[src/rtl/register_scoreboard.sv]
// register_scoreboard: per-register in-flight write counters that flag stale source operands
// and saturated destinations so decode can stall until the producing write lands.
module register_scoreboard #(
   parameter int MAX_INFLIGHT = 3,
   parameter bit WB_BYPASS    = 1'b0
) (
   input  logic        CLK,
   input  logic        RST,
   input  logic        ISSUE_Valid,
   input  logic [4:0]  ISSUE_Rs1,
   input  logic [4:0]  ISSUE_Rs2,
   input  logic        ISSUE_Uses_Rs1,
   input  logic        ISSUE_Uses_Rs2,
   input  logic        ISSUE_Writes_Rd,
   input  logic [4:0]  ISSUE_Rd,
   input  logic        REG_W_En,
   input  logic [4:0]  REG_W_Addr,
   input  logic        KILL_Valid,
   input  logic [4:0]  KILL_Addr,
   output logic        STALL,
   output logic        ISSUE_Accept,
   output logic [31:0] BUSY,
   output logic [6:0]  INFLIGHT_Total,
   output logic        ERR
);
   localparam int CW  = $clog2(MAX_INFLIGHT + 1);
   localparam int CW1 = CW + 1;
   logic [CW-1:0] cnt_q [32];
   logic [CW-1:0] cnt_d [32];
   logic [31:0]   busy_q, busy_d;
   logic [6:0]    total_q, total_d;
   logic          err_q, err_d;
   logic [CW:0]   sum, dec;
   logic          hz1, hz2, sat;
   // a writeback landing this cycle only clears the hazard when the register file is write-first
   assign hz1 = ISSUE_Uses_Rs1 && ISSUE_Rs1 != 5'd0 && cnt_q[ISSUE_Rs1] != '0 &&
                !(WB_BYPASS && cnt_q[ISSUE_Rs1] == CW'(1) && REG_W_En && REG_W_Addr == ISSUE_Rs1);
   assign hz2 = ISSUE_Uses_Rs2 && ISSUE_Rs2 != 5'd0 && cnt_q[ISSUE_Rs2] != '0 &&
                !(WB_BYPASS && cnt_q[ISSUE_Rs2] == CW'(1) && REG_W_En && REG_W_Addr == ISSUE_Rs2);
   assign sat = ISSUE_Writes_Rd && ISSUE_Rd != 5'd0 && cnt_q[ISSUE_Rd] == CW'(MAX_INFLIGHT);
   assign STALL          = ISSUE_Valid & (hz1 | hz2 | sat);
   assign ISSUE_Accept   = ISSUE_Valid & ~STALL;
   assign BUSY           = busy_q;
   assign INFLIGHT_Total = total_q;
   assign ERR            = err_q;
   always_comb begin
      cnt_d    = cnt_q;
      cnt_d[0] = '0;
      busy_d   = '0;
      total_d  = '0;
      err_d    = err_q;
      sum      = '0;
      dec      = '0;
      for (int i = 1; i < 32; i++) begin
         sum      = {1'b0, cnt_q[i]} + CW1'(ISSUE_Accept && ISSUE_Writes_Rd && ISSUE_Rd == 5'(i));
         dec      = CW1'(REG_W_En && REG_W_Addr == 5'(i)) + CW1'(KILL_Valid && KILL_Addr == 5'(i));
         err_d    = err_d | (dec > sum);
         cnt_d[i] = dec > sum ? '0 : CW'(sum - dec);
         busy_d[i] = cnt_d[i] != '0;
         total_d  = total_d + 7'(cnt_d[i]);
      end
   end
   always_ff @(posedge CLK) begin
      if (RST) begin
         for (int i = 0; i < 32; i++) cnt_q[i] <= '0;
         busy_q  <= '0;
         total_q <= '0;
         err_q   <= 1'b0;
      end else begin
         cnt_q   <= cnt_d;
         busy_q  <= busy_d;
         total_q <= total_d;
         err_q   <= err_d;
      end
   end
endmodule
[config.mk]
export PLATFORM = sky130hd
export DESIGN_NAME = register_scoreboard
export DESIGN_NICKNAME = d
export VERILOG_FILES = /design/src/rtl/register_scoreboard.sv
export SDC_FILE = /design/constraint.sdc
export NUM_CORES = 1
export LEC_CHECK = 0
export ABC_AREA = 1
export CAP_MARGIN = 25
export CORE_MARGIN = 3
export CORE_UTILIZATION = 54
export DETAILED_ROUTE_END_ITERATION = 8
export PLACE_DENSITY = 0.74
export SLEW_MARGIN = 25
export SYNTH_ARGS = -nofsm -noshare
export SYNTH_HDL_FRONTEND = slang
export SYNTH_SLANG_ARGS = --single-unit
[constraint.sdc]
create_clock -name CLK -period 11.9 [get_ports CLK]
set_input_delay 2.975 -clock CLK [delete_from_list [all_inputs] [get_ports CLK]]
set_output_delay 2.975 -clock CLK [all_outputs]
set_load 0.02 [all_outputs]
**After elaboration in Yosys (flattened, before gate mapping)**

Cells that the tools add are included.

- Multiplexer cells: 40
- Add/sub/neg operators: 123
- Magnitude comparators: 34
- Reduce and logical (&&, ||, !) cells: 136
- Bitwise gates (word level): 39
- Eq/ne operators: 94

Operators by type and width:

| kind | count |
|---|---|
| $eq 5x5->1 const B | 48 |
| $add 7x2->7 | 25 |
| $eq 5x4->1 const B | 24 |
| $logic_and 1x1->1 | 100 |
| $add 2x1->3 | 31 |
| $gt 2x3->1 | 31 |
| $mux 2 | 37 |
| $reduce_bool 2->1 | 33 |
| $add 1x1->2 | 31 |
| $sub 2x2->2 | 31 |
| $eq 5x3->1 const B | 12 |
| $or 1x1->1 | 33 |
| $bmux 2 s5 | 3 |
| $eq 5x2->1 const B | 6 |
| $ge 6x6->1 const B | 3 |
| $not 5->6 | 3 |
| $eq 5x1->1 const B | 3 |
| $reduce_bool 5->1 | 3 |
| $add 6x2->7 | 1 |
| $add 5x2->6 | 1 |
| $add 4x2->5 | 1 |
| $add 3x2->4 | 1 |
| $add 2x2->3 | 1 |
| $and 1x1->1 | 2 |
| 2 further kinds | 2 |

- Logic and storage cells: 501
- Flip-flop bits (word level): 102
- Bits of input ports: 33

**Longest topological paths before layout**

- Depth in word-level cells: 46
- Mapped depth: 45
- Depth with buffers taken out: 44

**Worst setup path after synthesis**

No wires, ideal clock.

- Path type: in2reg
- Start: in ISSUE_Rd[0]
- End: reg total_q[5], in the netlist INFLIGHT_Total[5]
- Arrival: 10.247 ns
- Setup slack: 1.522 ns
- Data required time: 11.769 ns
- Stages on the path: 41
- Path through: buf_6 -> nor2_1 -> clkbuf_1 -> nand2_1 -> nand4_1 -> nand2_1 -> nand2_1 -> o21ai_0 -> nand2_1 -> nand3_2 -> nand4_2 -> buf_2 -> nor2_1 -> ha_1 -> ha_1 -> inv_1 -> ha_1 -> inv_1 -> [... 5 more ...] -> inv_1 -> fa_1 -> inv_1 -> fa_1 -> fa_1 -> fa_1 -> fa_1 -> fa_1 -> fa_1 -> inv_1 -> ha_1 -> inv_1 -> fa_1 -> nor2_1 -> nor2_1 -> nor2_1 -> o21ai_0 -> nor3b_1

RTL lines:

| element | RTL line | text |
|---|---|---|
| start: declaration | 15 | `input logic [4:0] ISSUE_Rd,` |
| end signal: assignment | 72 | `total_q <= total_d;` |
| end: declaration | 31 | `logic [6:0] total_q, total_d;` |

==> impl_metrics.env <==
export IMPL_outcome="finished clean"
export IMPL_cts_buffers=9
export IMPL_crit_required_ns=12.11
export IMPL_ant_nets=0
export IMPL_synth_ff_type="dfxtp_1"
export IMPL_grt_ovfl_total=0
export IMPL_tightest_slew_ns=0.774
export IMPL_period_needed_ns=11.37
export IMPL_cts_buffer_depth=2
export IMPL_synthTopCellsByArea="ha_1 (23%), dfxtp_1 (19%), inv_1 (11%)"
export IMPL_htree_levels=3
export IMPL_vias=9640
export IMPL_antenna_found_initial=0
export IMPL_clock_tree_root_cell="clkbuf_16"
export IMPL_power_mw=1.04
export IMPL_ys_types=29
export IMPL_clk_pin_slew_worst_paths_ns=0.07
export IMPL_cp_slowest_stage_delay_ns=0.66
export IMPL_syn_inst=1549
export IMPL_setup_violations=0
export IMPL_hold_viol_final=0
export IMPL_netlist_area_leader_share_pct=23.0
export IMPL_fmax_mhz=88.0
export IMPL_n_antenna_cell=0
export IMPL_peakVddDrop_uv=63.7
export IMPL_path_class="in2reg"
export IMPL_p_leak_nw=6.12
export IMPL_grt_setup_unrepaired="false"
export IMPL_die_area_mm2=0.0215
export IMPL_hold_path_class="reg2reg"
export IMPL_grt_max_degree=102
export IMPL_synth_compound_area_share_pct=5.77
export IMPL_yosys_area_top_type="ha_1"
export IMPL_fin_cells=1870
export IMPL_multi_input_area_mm2=0.00725
export IMPL_synth_area_per_cell_um2=6.89
export IMPL_grt_pass1_vias=9324
export IMPL_synth_cell_area_mm2=0.0107
export IMPL_critPathMaxFanout=31
export IMPL_clk_latency_ns=0.36
export IMPL_cp_data_arrival_time_ns=11.58
export IMPL_dieHeight_um=147
export IMPL_rows=50
export IMPL_finalNetCount=1891
export IMPL_drive_gt1_share_pct=2.86
export IMPL_dp_hpwl_um=26000
export IMPL_numPortBuffers=73
export IMPL_synth_fp_nets=1835
export IMPL_die_w_um=147
export IMPL_firstDrtPassIters=7
export IMPL_yosys_top_cells_count="inv_1 (315), nand2_1 (282), nor2_1 (281), ha_1 (196), dfxtp_1 (101)"
export IMPL_pre_cts_ws_ns=0.197
export IMPL_routabilityCongestion=1.02
export IMPL_num_fill_cells=1789
export IMPL_synth_top_family_by_area="adder cells"
export IMPL_whs_path_depth=4
export IMPL_relSlewSlack_pct=48.4
export IMPL_slew_viol_final=0
export IMPL_design_core_area_mm2=0.0191
export IMPL_yosysWarnings=0
export IMPL_synth_xor_area_share_pct=2.71
export IMPL_start_util_pct=55.9
export IMPL_synth_fa_ha_area_share_pct=33.7
export IMPL_crit_slowest_cell="clkdlybuf4s50_1"
export IMPL_worst_setup_path_start_kind="input port"
export IMPL_ios=75
export IMPL_reg2reg_depth=40
export IMPL_fin_crit_sh_pct=95.5
export IMPL_finalWorstSetupSlack_ns=0.532
export IMPL_maxCapViolCount=0
export IMPL_grt_first_pass_wirelength_um=49300
export IMPL_place_inst=1854
export IMPL_clock_sinks=101
export IMPL_crit_path_end_kind="flop"
export IMPL_yosysSeqAreaShare_pct=19.0
export IMPL_drt_drc_violations_left=0
export IMPL_ff_latch_area_mm2=0.00202
export IMPL_ys_ff_latch=101
export IMPL_tritoncts="yes"
export IMPL_finalSetupTns_ns=0
export IMPL_path_common_cell="fa_1"
export IMPL_skew_ns=0.00801
export IMPL_grt_use_total_pct=29.3
export IMPL_cts_setup_buffers=0
export IMPL_synthArstFlopShare_pct=0
export IMPL_wl_per_cell_um=16.6
export IMPL_yosys_area_share_simple_pct=25.8
export IMPL_vias_per_cell=5.16
export IMPL_area_delta_synth_final_pct=12.2
export IMPL_routed_wirelength_um=31000
export IMPL_synth_mux_area_share_pct=0
export IMPL_synth_edf_count=0
export IMPL_drt_iter0_markers=803
export IMPL_yosysMostFrequentCell="inv_1"
export IMPL_power_per_cell_area_mw_per_mm2=86.6
cells in the final DEF, fill, tap and decap left out:
master           instances
inv_1                  315
nand2_1                282
nor2_1                 281
ha_1                   196
dfxtp_1                101
nand3_1                 90
a21oi_1                 73
clkdlybuf4s50_1         72
fa_1                    57
o21ai_0                 35
xnor2_1                 27
or2_2                   11
buf_4                   10
clkbuf_16                9
o21bai_1                 6
nor3_1                   6
xor2_1                   6
nand4_1                  5
inv_2                    4
clkinv_2                 3
a211oi_1                 3
nor4_1                   3
nor3b_1                  2
bufinv_16                2
buf_12                   2
clkinv_1                 1
o211ai_1                 1
nand3_2                  1
nand4_2                  1
conb_1                   1
clkinvlp_4               1
clkbuf_1                 1
inv_6                    1
buf_6                    1
layout make-up:
cell class / count / share of cell area [%]
Sequential cell: 101 / 16.9
Multi-Input combinational cell: 1087 / 60.6
Timing Repair Buffer: 85 / 7.08
Clock inverter: 6 / 0.721
Clock buffer: 10 / 1.91
Tap cell: 260 / 2.72
Inverter: 321 / 10.1
cells by family (layout without fill, tap and decap cells):
group	count (synthesis)	count (layout)
compound gates	118	118
xor+xnor	33	33
fa+ha+maj	253	253
buf+inv	361	422
flops	101	101
other cells	1	1
simple gates	682	682
report_power, final:
group          leakage (nW)  switching (mW)  internal, mW
Clock                 0.153           0.140         0.185
Sequential            0.818         0.00947         0.353
Combinational          5.15           0.208         0.141
stage by stage:
stage          cell area (um2)  util, %  hold WS, ns
6_report                 12000     62.7        0.704
5_1_grt                  12000     62.7        0.740
4_1_cts                  12000     62.7        0.713
3_5_place_dp             11600     61.0        0.694
3_3_place_gp             11600     61.0        0.679
2_1_floorplan            10700        -        0.721
metal layers:
metal,part of all wire [%],track usage [%],vias to the layer above
li1,-,-,4834
met1,44,39.9,4408
met2,44,46.7,350
met3,9.0,6.89,48
met4,2.5,8.42,0
met5,0,0,-
path summary, 6_finish.rpt:
path | slack (ns) | end | startpoint
setup / recovery | 0.53 | INFLIGHT_Total[5] | ISSUE_Rd[0]
hold / removal | 0.70 | ERR | ERR
setup reg to reg | 3.65 | INFLIGHT_Total[5] | cnt_q[28]
hold reg to reg | 0.70 | ERR | ERR
flip-flops by register name, summed over array words and instances (netlist names):
register        count
cnt_q              62
BUSY               31
INFLIGHT_Total      7
ERR                 1
what timing repair did:
item,4_1_cts,5_1_grt
hold buffers,0,0
gates resized for setup,0,1
endpoints found under the setup margin,0,1
critical path, delay by kind of cell:
family                     cells  cell delay [ns]
AOI/OAI and AO/OA              4             0.33
adders and majority gates     12             5.02
buffers and inverters          9             1.68
and+or+nand+nor               15             1.54
No activity file was read; power rests on OpenSTA's default activity.
